==> src/rtl/bram_fifo_ctrl.sv <==
// rtl/bram_fifo_ctrl.sv - FIFO controller around an external BRAM with registered read data
// A one-cycle CLEAR state wipes the BRAM; RUN serves push and pop.
module bram_fifo_ctrl #(
  parameter int ADDR_BITS = 8,
  parameter int DATA_BITS = 64
) (
  input  logic                 clk,
  input  logic                 reset_n,
  input  logic                 flush,
  input  logic                 in_valid,
  output logic                 in_ready,
  input  logic [DATA_BITS-1:0] in_data,
  output logic                 out_valid,
  input  logic                 out_ready,
  output logic [DATA_BITS-1:0] out_data,
  output logic [ADDR_BITS:0]   level,
  output logic                 bram_clear,
  output logic [ADDR_BITS-1:0] bram_rd_addr,
  output logic                 bram_wr_en,
  output logic [ADDR_BITS-1:0] bram_wr_addr,
  output logic [DATA_BITS-1:0] bram_wr_data,
  input  logic [DATA_BITS-1:0] bram_rd_data
);

  typedef enum logic {ST_CLEAR, ST_RUN} state_t;

  localparam logic [ADDR_BITS:0] DEPTH = (ADDR_BITS+1)'(1) << ADDR_BITS;

  state_t               r_state;
  state_t               w_state_next;
  logic [ADDR_BITS-1:0] r_wr_ptr;
  logic [ADDR_BITS-1:0] r_rd_ptr;
  logic [ADDR_BITS-1:0] w_rd_ptr_next;
  logic [ADDR_BITS:0]   r_level;
  logic [ADDR_BITS:0]   w_level_next;
  logic                 r_out_valid;
  logic                 w_run;
  logic                 w_push;
  logic                 w_pop;
  logic                 w_stale;
  logic                 w_out_valid_next;

  assign w_run     = (r_state == ST_RUN);
  assign in_ready  = w_run && (r_level < DEPTH) && !flush;
  assign out_valid = r_out_valid && !flush;
  assign w_push    = in_valid && in_ready;
  assign w_pop     = out_valid && out_ready;

  assign w_rd_ptr_next = r_rd_ptr + {{(ADDR_BITS-1){1'b0}}, w_pop};
  assign w_level_next  = r_level + {{ADDR_BITS{1'b0}}, w_push} - {{ADDR_BITS{1'b0}}, w_pop};
  assign w_state_next  = flush ? ST_CLEAR : ST_RUN;

  // Writing the slot being fetched returns old data next cycle, so hide it for one cycle.
  assign w_stale          = w_push && (r_wr_ptr == w_rd_ptr_next);
  assign w_out_valid_next = (w_level_next != '0) && !w_stale && (w_state_next == ST_RUN);

  always_ff @(posedge clk or negedge reset_n) begin
    if (!reset_n) begin
      r_state     <= ST_CLEAR;
      r_wr_ptr    <= '0;
      r_rd_ptr    <= '0;
      r_level     <= '0;
      r_out_valid <= 1'b0;
    end else begin
      r_state     <= w_state_next;
      r_out_valid <= w_out_valid_next;
      if (w_state_next == ST_CLEAR) begin
        r_wr_ptr <= '0;
        r_rd_ptr <= '0;
        r_level  <= '0;
      end else begin
        if (w_push) begin
          r_wr_ptr <= r_wr_ptr + 1'b1;
        end
        r_rd_ptr <= w_rd_ptr_next;
        r_level  <= w_level_next;
      end
    end
  end

  assign level        = r_level;
  assign bram_clear   = !w_run;
  assign bram_rd_addr = w_rd_ptr_next;
  assign bram_wr_en   = w_push;
  assign bram_wr_addr = r_wr_ptr;
  assign bram_wr_data = in_data;
  assign out_data     = bram_rd_data;

endmodule

==> config.mk <==
export PLATFORM = sky130hd
export DESIGN_NAME = bram_fifo_ctrl
export DESIGN_NICKNAME = d
export VERILOG_FILES = /design/src/rtl/bram_fifo_ctrl.sv
export SDC_FILE = /design/constraint.sdc
export NUM_CORES = 1
export LEC_CHECK = 0
export ABC_AREA = 1
export ABC_CLOCK_PERIOD_IN_PS = 2700
export BUFFER_PORTS_ARGS = -buffer_cell sky130_fd_sc_hd__buf_2
export CORE_AREA = 2 2 112 114
export DETAILED_ROUTE_END_ITERATION = 10
export DIE_AREA = 0 0 114 116
export GPL_TIMING_DRIVEN = 1
export SETUP_SLACK_MARGIN = 0.4
export SLEW_MARGIN = 15
export SYNTH_ARGS = -nofsm -noshare
export SYNTH_HDL_FRONTEND = slang
export SYNTH_SLANG_ARGS = --single-unit
==> constraint.sdc <==
create_clock -name clk -period 2.7 [get_ports clk]
set_input_delay 0.27 -clock clk [delete_from_list [all_inputs] [get_ports clk]]
set_output_delay 0.27 -clock clk [all_outputs]
set_load 0.02 [all_outputs]
## Word-level counts from Yosys, hierarchy flattened

Index checks and enable logic that the tools add are counted.

| word-level totals | value |
|---|---|
| logic and storage cells | 29 |
| bits in registers | 27 |
| output and inout port bits | 157 |
| bits of input ports | 133 |

| operators by class | value |
|---|---|
| reductions and logical operators | 13 |
| $add $sub $neg | 4 |
| muxes and demuxes | 5 |
| order comparisons | 1 |
| equality and inequality tests | 1 |

Operators with widths:

| cell | number |
|---|---|
| $mux W8 | 3 |
| $add A9 B1 Y9 | 1 |
| $lt A9 B9 Y1 const B | 1 |
| $mux W9 | 1 |
| $reduce_bool A9 Y1 | 1 |
| $sub A9 B1 Y9 | 1 |
| $add A8 B1 Y8 | 1 |
| $add A8 B1 Y8 const B | 1 |
| $eq A8 B8 Y1 | 1 |
| $logic_and A1 B1 Y1 | 8 |
| $logic_not A1 Y1 | 3 |
| $reduce_bool A2 Y1 | 1 |
| $mux W1 | 1 |

## Longest topological paths before layout

Gate-level depths: netlist of the first run.

| depth | value |
|---|---|
| depth in word-level cells | 9 |
| mapped depth | 19 |

## Worst setup path before layout of the first run

Ideal clock, no wire load.

| timing path | value |
|---|---|
| kind | reg2reg |
| start | register r_level[8] (netlist: level[8]) |
| end | register r_out_valid |
| setup time | 117 ps |
| setup slack | -5 ps |
| cell stages (with the launch flop) | 19 |
| data arrival time | 2,588 ps |
| path through | dfrtp_1 > inv_1 > nand2_1 > nor2_2 > nand2_2 > ha_1 > inv_1 > ha_1 > fa_1 > nand3_1 > nand2_1 > nand2_1 > nand2_1 > nand2_1 > nand2_1 > nor2_1 > nand2_1 > nor2_1 > nor2_1 |

| between the ends | value |
|---|---|
| longest elaborated chain between the ends | 9 |

RTL lines:

| element | RTL line | source |
|---|---|---|
| from (decl) | 34 | `logic [ADDR_BITS:0] r_level;` |
| from (signal assigned) | 76 | `r_level <= w_level_next;` |
| $lt A9 B9 Y1 (*) | 44 | `assign in_ready = w_run && (r_level < DEPTH) && !flush;` |
| $logic_and A1 B1 Y1 (*) (2 in series) | 44 |  |
| named net in_ready | 11 | `output logic in_ready,` |
| $logic_and A1 B1 Y1 (*) | 46 | `assign w_push = in_valid && in_ready;` |
| $add A9 B1 Y9 | 50 | `assign w_level_next = r_level + {{ADDR_BITS{1'b0}}, w_push} - {{ADDR_BITS{1'b0}}, w_pop};` |
| $sub A9 B1 Y9 | 50 |  |
| $reduce_bool A9 Y1 | 55 | `assign w_out_valid_next = (w_level_next != '0) && !w_stale && (w_state_next == ST_RUN);` |
| $logic_and A1 B1 Y1 (*) (2 in series) | 55 |  |
| named net w_out_valid_next | 41 | `logic w_out_valid_next;` |
| to (signal assigned) | 66 | `r_out_valid <= w_out_valid_next;` |
| to (decl) | 36 | `logic r_out_valid;` |

Mark *: on every way through the listed nets, which the timed path passes. The rest lies on a longest branch.
A chain may end at the register's enable or synchronous reset.

## Worst setup path in the final report of the first run

| timing path | value |
|---|---|
| start | register r_level[8] (netlist: level[8]) |
| end | register r_out_valid |

| between the ends | value |
|---|---|
| longest elaborated chain between the ends | 9 |

RTL lines:

| element | RTL line |
|---|---|
| $lt A9 B9 Y1 | 44 |
| $logic_and A1 B1 Y1 (2 in series) | 44 |
| $logic_and A1 B1 Y1 | 46 |
| $add A9 B1 Y9 | 50 |
| $sub A9 B1 Y9 | 50 |
| $reduce_bool A9 Y1 | 55 |
| $logic_and A1 B1 Y1 (*) (2 in series) | 55 |
| named net w_out_valid_next | 41 |

Marked as above.

==> impl_metrics.yaml, run 1 <==
outcome:
  status: "completed"
layout:
  nFillCells: 1324
  regArea_sq_um: 677
  syn_to_final_growth_pct: -14.1
  drive_gt1_share_pct: 23.6
  layout.cells.non_filler: 456
  fin_area_sq_mm: 0.00241
  multi_input_area_sq_mm: 0.00103
  n_antenna_cell: 0
  nets: 456
logic_synthesis:
  synth_top_family_by_area: "buffers and inverters"
  synthArstFlopShare_pct: 100
  synth_edf_count: 0
  ys_ff_latch: 27
  syn_nets: 537
  ys_top_cells_by_area: "buf_4 34%, dfrtp_1 24%, nand2_1 9.8%"
  synth_most_common_cell: "buf_4"
  synth.area.mux_share_pct: 0
  ys.flop_type: "dfrtp_1"
  synth_commonest_cells: "128 x buf_4, 73 x nand2_1, 49 x inv_1, 30 x nor2_1, 27 x dfrtp_1"
  synth_compound_area_share_pct: 4.60
  syn-cell-area_sq_mm: 0.00280
  syn_area_per_cell_sq_um: 7.17
  yosys.area.top_type_share_pct: 34.3
  synth_simple_gate_area_share_pct: 23.2
  synthAdderAreaFrac_pct: 6.07
  synth-xor-area-share_pct: 0.625
  yosys_warnings: 0
  yosysTopAreaCell: "buf_4"
  yosysSeqAreaShare_pct: 24.1
  synth_cells: 391
  synth.distinct_cells: 27
placement:
  placed_area_sq_mm: 0.00225
  gp_congestion: 0.842
  place_inst: 443
  place_hpwl_um: 5130
  port_buffers: 33
min_path:
  hp-class: "primary input to asynchronous set/reset pin"
clocking:
  cts_buffer_depth: 2
  cts.sinks: 27
  cts.reportedPaths.clkPinSlew_ps: 70
  postCtsHoldBufs: 0
  cts_root_buf: "clkbuf_16"
  clock_latency_ps: 260
  numCtsBuffers: 3
  htree_levels: 1
  tritoncts: "yes"
route:
  detail-route-antenna-nets: 0
  num_vias: 1959
  first_pass_iters: 4
  avgViaCountPerCell: 4.30
  wl_per_cell_um: 13.9
  drtIter0Drc: 73
  wirelength_um: 6350
  drc_errors: 0
setup_path:
  path_delay_family: "simple AND/OR/NAND/NOR gates"
  path_buf_inv: 2
  cp-end-kind: "flop"
  crit_chain: "inv_2 > nand2_4 > nor2_4 > nand2_4 > ha_4 > inv_2 > ha_4 > fa_2 > nand3_2 > nand2_2 > nand2_2 > nand2_1 > nand2_1 > nand2_1 > nor2_1 > nand2_1 > nor2_1 > nor2_1"
  path_max_fanout: 3
  cpPeakStageDelay_ps: 410
  path_common_cell: "nand2_1"
  critPathRequiredTime_ps: 2860
  critPathArrivalTime_ps: 2470
  crit_slowest_cell: "dfrtp_2"
  crit_type: "flop to flop"
  critPathLaunchType: "flop"
sta:
  setup_viol: 0
  relSlewSlack_pct: 57.3
  rsz0062_at_grt: "true"
  worst_pin_slew_ps: 640
  setup_tns_ps: 0
  fmax_mhz: 433
  hold_slack_ps: 16.4
  period_minus_slack_ps: 2310
  maxSlewViolCount: 0
  period_share_pct: 85.5
  skew_ps: 6.54
  hold_violations: 0
job:
  max_cap_viol_count: 0
floorplanning:
  coreArea_sq_mm: 0.0119
  die_h_um: 116
  io-pin-count: 290
  initial_core_util_pct: 23.5
  core.rowCount: 40
  die_x_um: 114
  dieArea_sq_mm: 0.0132
grt:
  antenna_found_initial: 0
  grt_pass1_wl_um: 9870
  grt_max_degree: 28
  gr-total-overflow: 0
  grt_pass1_vias: 2023
  grt.total_usage_pct: 9.34
pwr:
  peakVddDrop_mv: 0.320
  p_leak_nw: 1.29
  powerDensity_mw_per_mm2: 821
[layer usage]
| metal | up-vias | global-route usage (%) | routed length (um) | part of all wire, % |
|---|---|---|---|---|
| li1 | 905 | - | - | - |
| met1 | 894 | 9.37 | 2270 | 36 |
| met2 | 123 | 16.7 | 3150 | 50 |
| met3 | 37 | 3.14 | 661 | 10 |
| met4 | 0 | 5.93 | 279 | 4.4 |
| met5 | - | 0 | 0 | 0 |
[stage by stage]
step                utilization, %  power, mW  setup WS [ps]
floorplan                        -       1.55            216
global placement              18.9       1.49            267
detailed placement            18.9       1.52            225
CTS                           20.1       1.97            387
global route                  20.2       2.15            237
finish                        20.2       1.98            391
[layout make-up]
cell class              instances  area share [%]
repair buffers                 44            10.3
clock inverters                 1           0.208
flip-flops and latches         27            28.1
inverters                      51            7.95
clock buffers                   3            3.12
well taps                     147            7.64
multi-input cells             183            42.7
[placed cells by master, fill, tap and decap left out, types with 2 or more instances in the layout]
| cell type | instances |
|---|---|
| a21oi_1 | 12 |
| buf_2 | 33 |
| buf_4 | 11 |
| clkbuf_16 | 3 |
| dfrtp_1 | 26 |
| ha_1 | 9 |
| ha_4 | 2 |
| inv_1 | 47 |
| inv_2 | 4 |
| nand2_1 | 70 |
| nand2_2 | 4 |
| nand2_4 | 2 |
| nand3_1 | 18 |
| nand3b_1 | 4 |
| nand4_1 | 5 |
| nor2_1 | 30 |
| nor2_4 | 4 |
| nor3_1 | 2 |
| o21a_1 | 2 |
| o21ai_0 | 7 |
| xor2_1 | 2 |
[report_power, final]
group / internal [mW] / total [mW] / switching, mW
combinational: 0.442 / 1.13 / 0.685
clock: 0.200 / 0.347 / 0.147
sequential: 0.461 / 0.504 / 0.0425
total: 1.10 / 1.98 / 0.874
[logic make-up (layout without fill, tap and decap cells)]
logic type / after synthesis / in the layout
adder cells (fa/ha/maj): 13 / 13
AO/OA/AOI/OAI: 24 / 24
XOR/XNOR: 2 / 2
flip-flops: 27 / 27
AND/OR/NAND/NOR: 144 / 144
buffers and inverters: 181 / 99
[state kept, by name (all words and copies together) (netlist names)]
| signal | flops |
|---|---|
| r_out_valid | 1 |
| level | 9 |
| r_rd_ptr | 8 |
| r_state | 1 |
| bram_wr_addr | 8 |
[worst reg2reg max path: cells and delay by family (launching register included)]
kind                     cells  cell delay [ps]
buffers and inverters        2              100
AND/OR/NAND/NOR             13              930
adder cells (fa/ha/maj)      3              760
flip-flops                   1              410
[path summary, 6_finish.rpt]
kind	from	endpoint	slack, ps	cells after the start
worst max-delay path	level[8]	r_out_valid	390	18
worst max register to register	level[8]	r_out_valid	390	18
worst min register to register	bram_wr_addr[3]	bram_wr_addr[3]	540	1
max in group asynchronous	reset_n	level[8]	2220	1
worst min-delay path	reset_n	bram_wr_addr[7]	20	1
min in group clk	flush	r_state	380	3
[repair_timing]
item | CTS | global route
resized for setup | 2 | 4
pin swaps | 10 | 0
setup buffers | 8 | 1
endpoints found under the setup margin | 1 | 5
Power figures use the tool's default switching activity.
==> run 2, diff against run 1 <==
==> constraint.sdc (replaced) <==
create_clock -name clk -period 2.7 [get_ports clk]
set_input_delay 0.27 -clock clk [delete_from_list [all_inputs] [get_ports clk]]
set_output_delay 0.27 -clock clk [all_outputs]
set_load 0.05 [all_outputs]
==> impl_metrics.yaml, run 2 (synthesis results as in run 1) <==
outcome:
  status: "completed"
layout:
  syn_to_final_growth_pct: -14.8
  fin_util_pct: 20.0
  nets: 451
  final_common_cell: "nand2_1"
  drive_gt1_share_pct: 22.0
  largest_reg_flops: 9
  n_antenna_cell: 0
  layout.cells.most_common_list: "70 x nand2_1, 47 x inv_1, 30 x nor2_1, 30 x buf_2, 26 x dfrtp_1"
  layout.cells.non_filler: 451
route:
  detail-route-antenna-nets: 0
  drtIter0Drc: 73
  avgViaCountPerCell: 4.32
  num_vias: 1949
  first_pass_iters: 4
  wl_per_cell_um: 13.8
  drc_errors: 0
  wirelength_um: 6230
sta:
  worst_pin_slew_ps: 662
  relSlewSlack_pct: 55.9
  fmax_mhz: 426
  maxSlewViolCount: 0
  fin_ws_ps: 354
  skew_ps: 3.51
  period_minus_slack_ps: 2350
  period_share_pct: 86.9
  setup_viol: 0
  hold_violations: 0
  setup_tns_ps: 0
  rsz0062_at_grt: "true"
grt:
  gr-total-overflow: 0
  grt_pass1_vias: 1862
  antenna_found_initial: 0
  grt.total_usage_pct: 9.10
  grt_max_degree: 28
  grt_pass1_wl_um: 9640
setup_path:
  path_buf_inv: 2
  path_delay_family: "simple AND/OR/NAND/NOR gates"
  cpPeakStageDelay_ps: 420
  cp_num_cells: 18
  crit_chain: "inv_2 > nand2_4 > nor2_4 > nand2_4 > ha_4 > inv_2 > ha_4 > fa_2 > nand3_2 > nand2_2 > nand2_2 > nand2_1 > nand2_1 > nand2_1 > nor2_1 > nand2_1 > nor2_1 > nor2_1"
  critPathLaunchType: "flop"
  critPathArrivalTime_ps: 2500
  crit_type: "flop to flop"
  cp-end-kind: "flop"
  path_max_fanout: 3
  path_common_cell: "nand2_1"
  r2r_cells: 18
  crit_slowest_cell: "dfrtp_2"
  critPathRequiredTime_ps: 2860
clocking:
  numCtsBuffers: 3
  cts_buffer_depth: 2
  cts_root_buf: "clkbuf_16"
  clock_latency_ps: 270
  postCtsHoldBufs: 0
  tritoncts: "yes"
  cts.reportedPaths.clkPinSlew_ps: 70
  cts.sinks: 27
  htree_levels: 1
placement:
  dp_slack_ps: 253
  place_hpwl_um: 5090
  port_buffers: 33
  place_inst: 444
  gp_congestion: 0.849
pwr:
  p_comb_share_pct: 57.0
  powerDensity_mw_per_mm2: 842
  switching_share_pct: 48.5
  peakVddDrop_mv: 0.409
  netSwitchingPower_mw: 0.975
  clkPwrFrac_pct: 17.8
  p_total_mw: 2.01
  p_leak_nw: 1.26
  p_int_mw: 1.04
  seqPwrFrac_pct: 25.2
floorplanning:
  core.rowCount: 40
  initial_core_util_pct: 23.5
  die_x_um: 114
  io-pin-count: 290
  coreArea_sq_mm: 0.0119
  dieArea_sq_mm: 0.0132
  die_h_um: 116
min_path:
  hp-class: "primary input to asynchronous set/reset pin"
job:
  max_cap_viol_count: 0
## run 2: worst paths after layout
check | slack, ps | to | start
min | 30 | bram_wr_addr[7] | reset_n
max reg2reg | 350 | r_out_valid | level[8]
max in group asynchronous | 2210 | level[8] | reset_n
max | 350 | r_out_valid | level[8]
min in group clk | 320 | level[0] | flush
min reg2reg | 560 | bram_wr_addr[3] | bram_wr_addr[3]
## run 2: per-layer routing
layer	GRT usage [%]	up-vias	wire length, um
li1	-	902	-
met1	9.97	916	2430
met2	16.3	105	3140
met3	3.09	26	508
met4	3.41	0	145
met5	0	-	0
## run 2: final cells by class
class                           count  area, sq um
Inverter                           51          191
Multi-Input combinational cell    183         1030
Fill cell                        1359         9520
Clock buffer                        3         75.1
Clock inverter                      1         7.51
Tap cell                          147          184
Timing Repair Buffer               39          221
Sequential cell                    27          677
## run 2: repair_timing
action | CTS | global route
buffers inserted | 1 | 2
setup endpoints to repair | 3 | 5
endpoints found under the hold margin | 0 | 0
resized for setup | 3 | 5
pin swaps | 4 | 1
## run 2: stage by stage
step | area [sq um] | hold WS [ps]
floorplan | 2860 | -25.6
global placement | 2260 | 339
detailed placement | 2260 | 350
CTS | 2360 | 56.7
global route | 2390 | 79.6
finish | 2390 | 28.1
## run 2: power by group through the flow
stage / Clock (mW) / Sequential [mW] / Combinational (mW)
after detailed placement: 0 / 0.519 / 1.13
after CTS: 0.369 / 0.509 / 1.15
final: 0.358 / 0.506 / 1.15
after global routing: 0.384 / 0.517 / 1.28
after global placement: 0 / 0.517 / 1.12
after floorplan: 0 / 0.681 / 1.23
